$ cat src/rtl/csr_timer_unit_pkg.sv
// Shared CSR timer definitions.
// Holds the register-select encoding used by the CSR file to address the
// timer block, the bit positions inside TCFG/TICLR, and the masked-write
// helper shared by every writable register.
package cpuDefine;

    typedef enum logic [2:0] {
        SEL_TCFG  = 3'd0,
        SEL_TVAL  = 3'd1,
        SEL_TICLR = 3'd2,
        SEL_TID   = 3'd3,
        SEL_CNTL  = 3'd4,
        SEL_CNTH  = 3'd5
    } csr_tmr_sel_e;

    localparam int TCFG_EN_BIT   = 0;
    localparam int TCFG_PER_BIT  = 1;
    localparam int TICLR_CLR_BIT = 0;

    // Bits set in mask take the new data, all others keep the old value.
    function automatic logic [31:0] masked_merge(input logic [31:0] old_val,
                                                 input logic [31:0] data,
                                                 input logic [31:0] mask);
        return (old_val & ~mask) | (data & mask);
    endfunction

endpackage

$ cat src/rtl/csr_timer_unit_chan.sv
// One countdown timer channel: TCFG, TVAL and the pending flag.
// Ports:
//   clk, resetn          clock, asynchronous active-low reset
//   tick                 prescaled decrement strobe
//   cfg_we               TCFG write for this channel
//   clr_we               TICLR write for this channel
//   wr_data, wr_mask     raw write data and bit mask
//   tcfg, tval           current TCFG / TVAL, zero-extended to 32 bits
//   pending              registered interrupt pending
//   pending_next         next-state pending (for the registered OR at top)
module csr_timer_chan
    import cpuDefine::*;
#(
    parameter int TIMESIZE = 32
) (
    input  logic        clk,
    input  logic        resetn,
    input  logic        tick,
    input  logic        cfg_we,
    input  logic        clr_we,
    input  logic [31:0] wr_data,
    input  logic [31:0] wr_mask,
    output logic [31:0] tcfg,
    output logic [31:0] tval,
    output logic        pending,
    output logic        pending_next
);

    logic [TIMESIZE-1:0] tcfg_r;
    logic [TIMESIZE-1:0] tval_r;
    logic                pending_r;
    logic [TIMESIZE-1:0] tcfg_n_s;
    logic [TIMESIZE-1:0] tval_n_s;
    logic [31:0]         merged_s;
    logic                set_s;
    logic                clr_s;
    logic                pending_n_s;

    // Next-state for config, count and pending; a TCFG write overrides any
    // timeout in the same cycle, and a timeout overrides a TICLR clear.
    always_comb begin
        merged_s = masked_merge(32'(tcfg_r), wr_data, wr_mask);
        tcfg_n_s = tcfg_r;
        tval_n_s = tval_r;
        set_s    = 1'b0;
        if (cfg_we) begin
            tcfg_n_s = merged_s[TIMESIZE-1:0];
            tval_n_s = {merged_s[TIMESIZE-1:2], 2'b00};
        end else if (tick && tcfg_r[TCFG_EN_BIT]) begin
            if (tval_r != {TIMESIZE{1'b0}}) begin
                tval_n_s = tval_r - TIMESIZE'(1);
            end else begin
                set_s = 1'b1;
                if (tcfg_r[TCFG_PER_BIT]) begin
                    tval_n_s = {tcfg_r[TIMESIZE-1:2], 2'b00};
                end else begin
                    tcfg_n_s[TCFG_EN_BIT] = 1'b0;
                end
            end
        end else begin
            tcfg_n_s = tcfg_r;
        end

        clr_s = clr_we & wr_mask[TICLR_CLR_BIT] & wr_data[TICLR_CLR_BIT];
        if (set_s) begin
            pending_n_s = 1'b1;
        end else if (clr_s) begin
            pending_n_s = 1'b0;
        end else begin
            pending_n_s = pending_r;
        end
    end

    // Channel state registers.
    always_ff @(posedge clk or negedge resetn) begin
        if (!resetn) begin
            tcfg_r    <= {TIMESIZE{1'b0}};
            tval_r    <= {TIMESIZE{1'b0}};
            pending_r <= 1'b0;
        end else begin
            tcfg_r    <= tcfg_n_s;
            tval_r    <= tval_n_s;
            pending_r <= pending_n_s;
        end
    end

    assign tcfg         = 32'(tcfg_r);
    assign tval         = 32'(tval_r);
    assign pending      = pending_r;
    assign pending_next = pending_n_s;

endmodule

$ cat src/rtl/csr_timer_unit.sv
// Timer/counter CSR block: NUM_TIMERS countdown channels, TID, and a 64-bit
// stable counter with a CNTH shadow for coherent low-then-high reads.
// Ports:
//   clk, resetn                 clock, asynchronous active-low reset
//   wr_en/wr_sel/wr_chan        write strobe, register select, channel
//   wr_data/wr_mask             write data and bit mask
//   rd_en/rd_sel/rd_chan        read strobe (CNTL snapshot), select, channel
//   rd_data                     combinational read data
//   ti_pending/ti_any           registered interrupt pending per channel / OR
//   stable_cnt                  registered free-running 64-bit counter
module csr_timer_unit
    import cpuDefine::*;
#(
    parameter  int NUM_TIMERS = 2,
    parameter  int TIMESIZE   = 32,
    parameter  int PRESCALE   = 1,
    parameter  int CPU_ID     = 0,
    localparam int CH_W       = (NUM_TIMERS > 1) ? $clog2(NUM_TIMERS) : 1
) (
    input  logic                  clk,
    input  logic                  resetn,
    input  logic                  wr_en,
    input  logic [2:0]            wr_sel,
    input  logic [CH_W-1:0]       wr_chan,
    input  logic [31:0]           wr_data,
    input  logic [31:0]           wr_mask,
    input  logic                  rd_en,
    input  logic [2:0]            rd_sel,
    input  logic [CH_W-1:0]       rd_chan,
    output logic [31:0]           rd_data,
    output logic [NUM_TIMERS-1:0] ti_pending,
    output logic                  ti_any,
    output logic [63:0]           stable_cnt
);

    localparam int PS_W = (PRESCALE > 1) ? $clog2(PRESCALE) : 1;
    // Read arrays cover every encodable channel so out-of-range reads hit 0.
    localparam int RD_N = 2 ** CH_W;

    logic [PS_W-1:0]       ps_r;
    logic [63:0]           stable_cnt_r;
    logic [31:0]           cnth_r;
    logic [31:0]           tid_r;
    logic                  ti_any_r;
    logic                  tick_s;
    logic                  chan_ok_s;
    logic                  tid_we_s;
    logic [NUM_TIMERS-1:0] cfg_we_s;
    logic [NUM_TIMERS-1:0] clr_we_s;
    logic [NUM_TIMERS-1:0] pend_s;
    logic [NUM_TIMERS-1:0] pend_n_s;
    logic [31:0]           tcfg_rd_s [RD_N];
    logic [31:0]           tval_rd_s [RD_N];
    logic [31:0]           rd_data_s;

    assign tick_s    = (ps_r == PS_W'(PRESCALE - 1));
    assign chan_ok_s = ({1'b0, wr_chan} < (CH_W + 1)'(NUM_TIMERS));
    assign tid_we_s  = wr_en && (wr_sel == SEL_TID);

    for (genvar i = 0; i < RD_N; i++) begin : g_chan
        if (i < NUM_TIMERS) begin : g_live
            assign cfg_we_s[i] = wr_en && chan_ok_s && (wr_sel == SEL_TCFG)
                                 && (wr_chan == CH_W'(i));
            assign clr_we_s[i] = wr_en && chan_ok_s && (wr_sel == SEL_TICLR)
                                 && (wr_chan == CH_W'(i));

            csr_timer_chan #(
                .TIMESIZE(TIMESIZE)
            ) u_chan (
                .clk         (clk),
                .resetn      (resetn),
                .tick        (tick_s),
                .cfg_we      (cfg_we_s[i]),
                .clr_we      (clr_we_s[i]),
                .wr_data     (wr_data),
                .wr_mask     (wr_mask),
                .tcfg        (tcfg_rd_s[i]),
                .tval        (tval_rd_s[i]),
                .pending     (pend_s[i]),
                .pending_next(pend_n_s[i])
            );
        end else begin : g_empty
            assign tcfg_rd_s[i] = 32'd0;
            assign tval_rd_s[i] = 32'd0;
        end
    end

    // Prescaler, stable counter, CNTH shadow, TID and the pending summary.
    always_ff @(posedge clk or negedge resetn) begin
        if (!resetn) begin
            ps_r         <= {PS_W{1'b0}};
            stable_cnt_r <= 64'd0;
            cnth_r       <= 32'd0;
            tid_r        <= 32'(CPU_ID);
            ti_any_r     <= 1'b0;
        end else begin
            ps_r         <= tick_s ? {PS_W{1'b0}} : ps_r + PS_W'(1);
            stable_cnt_r <= stable_cnt_r + 64'd1;
            // Capture the high word at the CNTL read so a later CNTH read
            // pairs with the low word even if a carry happened in between.
            if (rd_en && (rd_sel == SEL_CNTL)) begin
                cnth_r <= stable_cnt_r[63:32];
            end else begin
                cnth_r <= cnth_r;
            end
            if (tid_we_s) begin
                tid_r <= masked_merge(tid_r, wr_data, wr_mask);
            end else begin
                tid_r <= tid_r;
            end
            // Built from next-state pending so it changes on the same edge.
            ti_any_r <= |pend_n_s;
        end
    end

    // Read mux from current register state.
    always_comb begin
        rd_data_s = 32'd0;
        case (rd_sel)
            SEL_TCFG:  rd_data_s = tcfg_rd_s[rd_chan];
            SEL_TVAL:  rd_data_s = tval_rd_s[rd_chan];
            SEL_TICLR: rd_data_s = 32'd0;
            SEL_TID:   rd_data_s = tid_r;
            SEL_CNTL:  rd_data_s = stable_cnt_r[31:0];
            SEL_CNTH:  rd_data_s = cnth_r;
            default:   rd_data_s = 32'd0;
        endcase
    end

    assign rd_data    = rd_data_s;
    assign ti_pending = pend_s;
    assign ti_any     = ti_any_r;
    assign stable_cnt = stable_cnt_r;

endmodule

$ cat config.mk
export PLATFORM = sky130hd
export DESIGN_NAME = csr_timer_unit
export DESIGN_NICKNAME = d
export VERILOG_FILES = /design/src/rtl/csr_timer_unit_pkg.sv /design/src/rtl/csr_timer_unit_chan.sv /design/src/rtl/csr_timer_unit.sv
export SDC_FILE = /design/constraint.sdc
export NUM_CORES = 1
export LEC_CHECK = 0
export BUFFER_PORTS_ARGS = -buffer_cell sky130_fd_sc_hd__clkbuf_2
export CORE_MARGIN = 3
export CORE_UTILIZATION = 33
export CTS_CLUSTER_DIAMETER = 120
export DETAILED_ROUTE_END_ITERATION = 6
export PLACE_DENSITY = 0.57
export SETUP_SLACK_MARGIN = 0.05
export SLEW_MARGIN = 20
export SYNTH_ARGS = -nofsm -noshare
export SYNTH_HDL_FRONTEND = slang
export SYNTH_SLANG_ARGS = --single-unit
$ cat constraint.sdc
create_clock -name clk -period 5.35 [get_ports clk]
set_clock_uncertainty 0.2 [all_clocks]
set_input_delay 0.535 -clock clk [delete_from_list [all_inputs] [get_ports clk]]
set_output_delay 0.535 -clock clk [all_outputs]
set_load 0.005 [all_outputs]
==> reports/qor.txt, run 1 <==
Status - finished with violations
Failing checks - design-rule violations
Async set-reset flop share out of synthesis - 100%
Syn_nets - 1648
Synthesized flop and latch total - 259
Leading area contributor after synthesis - dfrtp_1
Slew Limit Fails - 0
Worst hold-check path type - in -> reg
Inserted Clock Buffers - 30
Via count - 13634
Kind of critical path - reg -> reg
Worst R2R End - g_chan[0].g_live.u_chan.tval[2]$_DFFE_PN0P_
Via/cell ratio - 5.86
# nets final - 1788
Number of remaining DRC errors - 1
Die Y - 220 um
GRT Resource Usage Total - 23.9%
Largest net degree at the start of global routing - 116
Post-CTS Resized - 0
Area Overhead vs Synth - 17.0%
Synthesized instance count - 1567
Period Utilization, post-route - 69.0%
Maximum vdd drop - 0.292 mV
Core Util, Final - 39.5%
Flop2flop setup slack - 1.66 ns
Sequential share of the synthesized area - 43.0%
Post-Route WL - 58500 um
Worst-path clk slew - 0.06 ns
Top-level I/O count - 175
FF-to-FF path depth - 7
RSZ-0062 raised after global routing - false
CP Launch Type - register
Slew headroom - 26.3%
First-pass iteration count of the detailed router - 7
Syn Std Cell Area - 15100 um^2
Final worst slack - 1.66 ns
Setup crit end kind - register
Dpl hpwl - 42400 um
Vias in the first global route - 13262
Root buf cell - clkbuf_16
GPL Wtd Cong - 0.928
WHS Path Cells - 2
H-tree levels - 1
First-pass GRT wire length - 87300 um
Starting DRT DRC Count - 1544
Setup_tns - 0 ns
Final ANT Viol Nets - 0
Final min period - 3.69 ns
Hold Startpoint - wr_data[0]
Leak - 7.81 nW
Synth cell types - 75
Die area - 48300 um^2
Die width - 220 um
Crit path max fanout - 15
CP arrival - 3.97 ns
Pwr Density - 388 nW/um^2
Fin cells - 2326
Initial antenna violation count - 3
Initial Util - 33.7%
Maxcap violations - 0
Clk_lat worst skew - 0.59 ns
# port buffers - 174
CTS tree - yes
Clk buf depth - 3
Final setup vio count - 0
Synth top area share - 43.0%
Dpl cells - 2266
Grt ovf - 0
Syn avg cell area - 9.62 um^2
CORE AREA - 44700 um^2
Clock Sinks - 259
Worst slew pin tran - 1.10 ns
Worst endpoint required time - 5.63 ns
Main flop type after synthesis - dfrtp_1
Fmax - 271 MHz
Ratio of cells with drive above 1 in the final layout - 27.4%
Critical R2R Launch - g_chan[0].g_live.u_chan.tval[10]$_DFFE_PN0P_
EDFF count, synth - 0
Pre-CTS WS - 1.80 ns
Synth Warn # - 0
# rows - 77
Synth area leaders - dfrtp_1, mux2_2, nand2_1
Routed wire per std cell - 25.1 um
Hold Vio Cnt, Final - 0
-- stage by stage --
| stage | power [W] | area [um^2] | hold slack, ns |
|---|---|---|---|
| after global routing | 0.00715 | 17600 | 0.0228 |
| after floorplan | 0.00378 | 15100 | 0.0394 |
| after CTS | 0.00681 | 17600 | 0.0103 |
| after global placement | 0.00452 | 16600 | 0.286 |
| final | 0.00684 | 17600 | 0.0290 |
| after detailed placement | 0.00455 | 16600 | 0.282 |
-- layout make-up --
| class | count | area [um^2] |
|---|---|---|
| diodes | 3 | 7.51 |
| clock buffers | 37 | 827 |
| clock inverters | 19 | 241 |
| fillers | 4528 | 27100 |
| inverters | 24 | 90.1 |
| multi-input cells | 1190 | 8140 |
| flip-flops and latches | 259 | 6480 |
| well taps | 592 | 741 |
| repair buffers | 202 | 1110 |
-- cell usage after synthesis, types with 19 or more instances --
cell type	n
mux2_2	182
nand3_1	72
nor3_1	31
nand4_1	30
or3_1	21
and3_1	19
a31oi_1	27
dfrtp_1	259
mux2i_1	36
inv_1	24
a22oi_1	66
nand2_1	207
xnor2_1	63
o21ai_0	70
a21oi_1	54
clkbuf_1	76
nor2_1	90
-- metal layers --
| metal | track usage, % | share of wire [%] |
|---|---|---|
| met4 | 6.46 | 2.9 |
| met1 | 33.9 | 43 |
| met3 | 7.07 | 11 |
| met5 | 0 | 0 |
| met2 | 35.3 | 43 |
-- timing repair --
item	CTS	global route
hold buffers	1	0
setup buffers	0	0
endpoints found under the hold margin	113	0
-- report_power, final --
| group | total [W] | internal [W] | switching, W | leakage [nW] |
|---|---|---|---|---|
| Clock | 0.00224 | 0.00134 | 0.000903 | 0.533 |
| Sequential | 0.00281 | 0.00229 | 0.000520 | 3.39 |
| Combinational | 0.00179 | 0.000736 | 0.00105 | 3.88 |
-- worst max path at each step --
stage,start,end,slack [ns],cells after the start
after global placement,g_chan[1].g_live.u_chan.tval[22]$_DFFE_PN0P_,g_chan[1].g_live.u_chan.tval[9]$_DFFE_PN0P_,1.84,6
after CTS,g_chan[0].g_live.u_chan.tval[10]$_DFFE_PN0P_,g_chan[0].g_live.u_chan.tval[2]$_DFFE_PN0P_,1.79,7
final,g_chan[0].g_live.u_chan.tval[10]$_DFFE_PN0P_,g_chan[0].g_live.u_chan.tval[2]$_DFFE_PN0P_,1.66,7
after detailed placement,g_chan[1].g_live.u_chan.tval[22]$_DFFE_PN0P_,g_chan[1].g_live.u_chan.tval[23]$_DFFE_PN0P_,1.80,8
after floorplan,g_chan[1].g_live.u_chan.tval[16]$_DFFE_PN0P_,g_chan[1].g_live.u_chan.tval[31]$_DFFE_PN0P_,2.39,8
after global routing,g_chan[0].g_live.u_chan.tval[10]$_DFFE_PN0P_,g_chan[0].g_live.u_chan.tval[6]$_DFFE_PN0P_,1.54,7
-- worst max-delay path, stage by stage, from the launching register on --
cell     delay, ns
dfrtp_1       0.46
or4_1         0.67
nor2_1        0.71
nand4_1       0.27
o22ai_2       0.73
buf_4         0.36
a21oi_1       0.09
o21ai_0       0.09
-- cells by family (layout without fill, tap and decap cells) --
kind of cell / count (synthesis) / count (layout) / share of synthesized area [%]
fa+ha+maj: 5 / 5 / 0.415
flops: 259 / 259 / 43.0
mux: 218 / 218 / 16.0
other cells: 0 / 3 / 0
xor+xnor: 81 / 81 / 4.71
simple gates: 575 / 575 / 19.0
compound gates: 311 / 311 / 13.7
buf+inv: 118 / 282 / 3.16
-- cells in the final DEF (no fill, tap or decap), types with 12 or more instances in the layout --
cell / netlist / final
o22ai_1: 15 / 15
xor2_1: 18 / 18
dfrtp_1: 259 / 259
nand3_1: 72 / 72
o21ai_0: 70 / 70
clkbuf_16: 0 / 30
and4_1: 12 / 12
or2_2: 12 / 12
nor2_1: 90 / 89
clkbuf_2: 0 / 172
nand4_1: 30 / 30
xnor2_1: 63 / 63
a31oi_1: 27 / 27
a21oi_1: 54 / 54
a22oi_1: 66 / 66
nor3_1: 31 / 29
mux2i_1: 36 / 36
inv_1: 24 / 24
buf_4: 2 / 26
mux2_2: 182 / 182
nand2b_1: 13 / 13
and3_1: 19 / 19
nand2_1: 207 / 207
or3_1: 21 / 21
nor4_1: 18 / 18
or4_1: 15 / 15
No activity file was read; power rests on OpenSTA's default activity.
==> run 2, diff against run 1 <==
ABC_AREA = 1   (was default)
PLACE_DENSITY = 0.59   (was 0.57)
clock period = 3.1 ns   (was 5.35 ns; I/O delays follow)
==> reports/qor.txt, run 2 <==
Status - finished, final reports clean (was finished with violations)
Finished Cell Area - 19800 um^2 (was 17600 um^2)
Setup_tns - 0 ns (unchanged)
Synthesized flop and latch total - 259 (unchanged)
Seq pwr share - 35.7% (was 41.0%)
H-tree levels - 2 (was 1)
Leading area contributor after synthesis - dfrtp_1 (unchanged)
CP arrival - 2.45 ns (was 3.97 ns)
# fillers - 5004 (was 4528)
Initial antenna violation count - 4 (was 3)
Top cells by count, synth - nand2_1, inv_1, dfrtp_1, o21ai_0, nor2_1 (was dfrtp_1, nand2_1, mux2_2, nor2_1, clkbuf_1)
Clock power frac - 30.2% (was 32.8%)
GRT Resource Usage Total - 27.9% (was 23.9%)
Clk_lat worst skew - 0.55 ns (was 0.59 ns)
Dpl cells - 3032 (was 2266)
Antenna Cells - 0 (was 3)
Async set-reset flop share out of synthesis - 100% (unchanged)
Psw - 0.00543 W (was 0.00248 W)
GPL Wtd Cong - 0.999 (was 0.928)
EDFF count, synth - 0 (unchanged)
Gate power share - 34.1% (was 26.2%)
Vias in the first global route - 16667 (was 13262)
Initial Util - 33.5% (was 33.7%)
Routed wire per std cell - 22.8 um (was 25.1 um)
Slew Limit Fails - 0 (unchanged)
Design internal power - 0.00806 W (was 0.00436 W)
Synth Area in Adders - 0.389% (was 0.415%)
Sequential share of the synthesized area - 40.3% (was 43.0%)
Die area - 51400 um^2 (was 48300 um^2)
Ratio of cells with drive above 1 in the final layout - 13.6% (was 27.4%)
Inserted Clock Buffers - 34 (was 30)
Die width - 227 um (was 220 um)
Via/cell ratio - 5.38 (was 5.86)
CP Launch Type - input port (was register)
Post-Route WL - 72600 um (was 58500 um)
Number of remaining DRC errors - 0 (was 1)
# rows - 80 (was 77)
Placed Area - 17800 um^2 (was 16600 um^2)
Pwr Density - 680 nW/um^2 (was 388 nW/um^2)
# port buffers - 174 (unchanged)
Leak - 9.54 nW (was 7.81 nW)
Clk buf depth - 3 (unchanged)
RSZ-0062 raised after global routing - false (unchanged)
Largest net degree at the start of global routing - 94 (was 116)
Synth top area share - 40.3% (was 43.0%)
Mux contribution to synthesized area - 2.45% (was 16.0%)
# nets final - 2625 (was 1788)
Fmax - 337 MHz
Die Y - 227 um (was 220 um)
Switching share of power - 40.3% (was 36.2%)
Clock Sinks - 259 (unchanged)
Most frequent cells in the layout - nand2_1, inv_1, dfrtp_1 (was dfrtp_1, nand2_1, mux2_2)
Syn_nets - 2358 (was 1648)
CTS tree - yes (unchanged)
Area Overhead vs Synth - 23.3% (was 17.0%)
Fin cells - 3184 (was 2326)
Worst hold-check path type - in -> reg (unchanged)
Syn avg cell area - 7.06 um^2 (was 9.62 um^2)
Kind of critical path - in -> out (was reg -> reg)
Final ANT Viol Nets - 0 (unchanged)
Worst endpoint required time - 2.59 ns (was 5.63 ns)
Largest family of logic cells by synthesized area - simple AND/OR/NAND/NOR gates (unchanged)
Main flop type after synthesis - dfrtp_1 (unchanged)
Synth cell types - 44 (was 75)
Synth Area in Compound Gates - 12.8% (was 13.7%)
First-pass GRT wire length - 107000 um (was 87300 um)
Top-count cell post-synth - nand2_1 (was dfrtp_1)
Worst slew pin tran - 1.02 ns (was 1.10 ns)
Starting DRT DRC Count - 2028 (was 1544)
FF-to-FF path depth - 8 (was 7)
Slew headroom - 31.1% (was 26.3%)
Maxcap violations - 0 (unchanged)
Dpl hpwl - 55500 um (was 42400 um)
WHS Path Cells - 4 (was 2)
Crit path max fanout - 19 (was 15)
Worst-path clk slew - 0.06 ns (about the same)
Simple-gate share of the synthesized area - 30.7% (was 19.0%)
Root buf cell - clkbuf_16 (unchanged)
Synthesized instance count - 2277 (was 1567)
Syn Std Cell Area - 16100 um^2 (was 15100 um^2)
Via count - 17140 (was 13634)
Setup crit end kind - primary output (was register)
First-pass iteration count of the detailed router - 6 (was 7)
Synth area leaders - dfrtp_1, nand2_1, o21ai_0 (was dfrtp_1, mux2_2, nand2_1)
Post-synthesis xor/xnor area fraction - 4.57% (was 4.71%)
Power, Total - 0.0135 W (was 0.00684 W)
Maximum vdd drop - 0.404 mV (was 0.292 mV)
CORE AREA - 47900 um^2 (was 44700 um^2)
Grt ovf - 0 (unchanged)
Final min period - 2.96 ns
Final setup vio count - 0 (unchanged)
Synth Warn # - 0 (unchanged)
Period Utilization, post-route - 95.6%
Hold Vio Cnt, Final - 0 (unchanged)
Top-level I/O count - 175 (unchanged)
Commonest non-fill, non-tap cell in the layout - nand2_1 (was dfrtp_1)
-- run 2: kinds of logic after synthesis --
kind of cell / count (synthesis)
muxes: 35
and+or+nand+nor: 1167
adders and majority gates: 5
AOI/OAI and AO/OA: 377
DFF: 259
buffers and inverters: 350
xor gates and xnor gates: 84
-- run 2: path summary, 6_finish.rpt --
check,start,endpoint,slack [ns]
min,wr_mask[26],g_chan[1].g_live.u_chan.tcfg[26]$_DFFE_PN0P_,0.03
min in group asynchronous,resetn,g_chan[0].g_live.u_chan.tval[17]$_DFFE_PN0P_,0.51
max,rd_sel[1],rd_data[18],0.14
max reg2reg,g_chan[1].g_live.u_chan.tval[29]$_DFFE_PN0P_,g_chan[1].g_live.u_chan.tval[4]$_DFFE_PN0P_,0.49
max in group asynchronous,resetn,g_chan[0].g_live.u_chan.tval[29]$_DFFE_PN0P_,0.66
min reg2reg,cnth_r[25]$_DFFE_PN0P_,cnth_r[25]$_DFFE_PN0P_,0.28
-- run 2: metrics by stage --
stage / utilization (%) / hold WS [ns] / setup WS [ns]
after floorplan: - / -0.186 / 1.08
after global placement: 37.1 / -0.0199 / 0.198
after detailed placement: 37.1 / -0.0201 / 0.133
final: 41.4 / 0.0305 / 0.136
after global routing: 41.4 / 0.0592 / 0.0912
after CTS: 41.4 / 0.00252 / 0.131
-- run 2: power groups by stage --
stage / Combinational [W] / Sequential, W / Clock [W]
after floorplan: 0.00296 / 0.00457 / 0
after global placement: 0.00428 / 0.00484 / 0
after detailed placement: 0.00430 / 0.00484 / 0
after CTS: 0.00452 / 0.00480 / 0.00415
after global routing: 0.00516 / 0.00489 / 0.00428
final: 0.00460 / 0.00482 / 0.00407
-- run 2: critical path, cell delays in order --
cell	delay, ns
clkbuf_2	0.13
inv_1	0.08
buf_4	0.23
nand3_1	0.38
buf_4	0.34
o22ai_1	0.59
a221oi_1	0.17
nand2_1	0.10
clkbuf_2	0.12
-- run 2: metal layers --
layer | routed length, um | vias to the layer above | share of wire [%] | global-route usage (%)
li1 | - | 7924 | - | -
met4 | 2930 | 4 | 4.0 | 10.6
met1 | 30700 | 8228 | 42 | 37.4
met2 | 33000 | 840 | 45 | 45.3
met3 | 5930 | 144 | 8.2 | 4.67
met5 | 21 | - | 0.029 | 0
-- run 2: layout make-up --
class	count	area [um^2]	share of cell area (%)
Inverter	267	1000	5.07
Tap cell	615	769	3.88
Multi-Input combinational cell	1668	8220	41.4
Clock inverter	9	119	0.599
Clock buffer	52	1010	5.09
Timing Repair Buffer	314	2230	11.3
Sequential cell	259	6480	32.7
-- run 2: repair_timing --
item                                   CTS  global route
setup buffers                            0             0
hold buffers                            91             0
setup endpoints to repair                0             2
gates resized for setup                  0             2
endpoints found under the hold margin  331             0
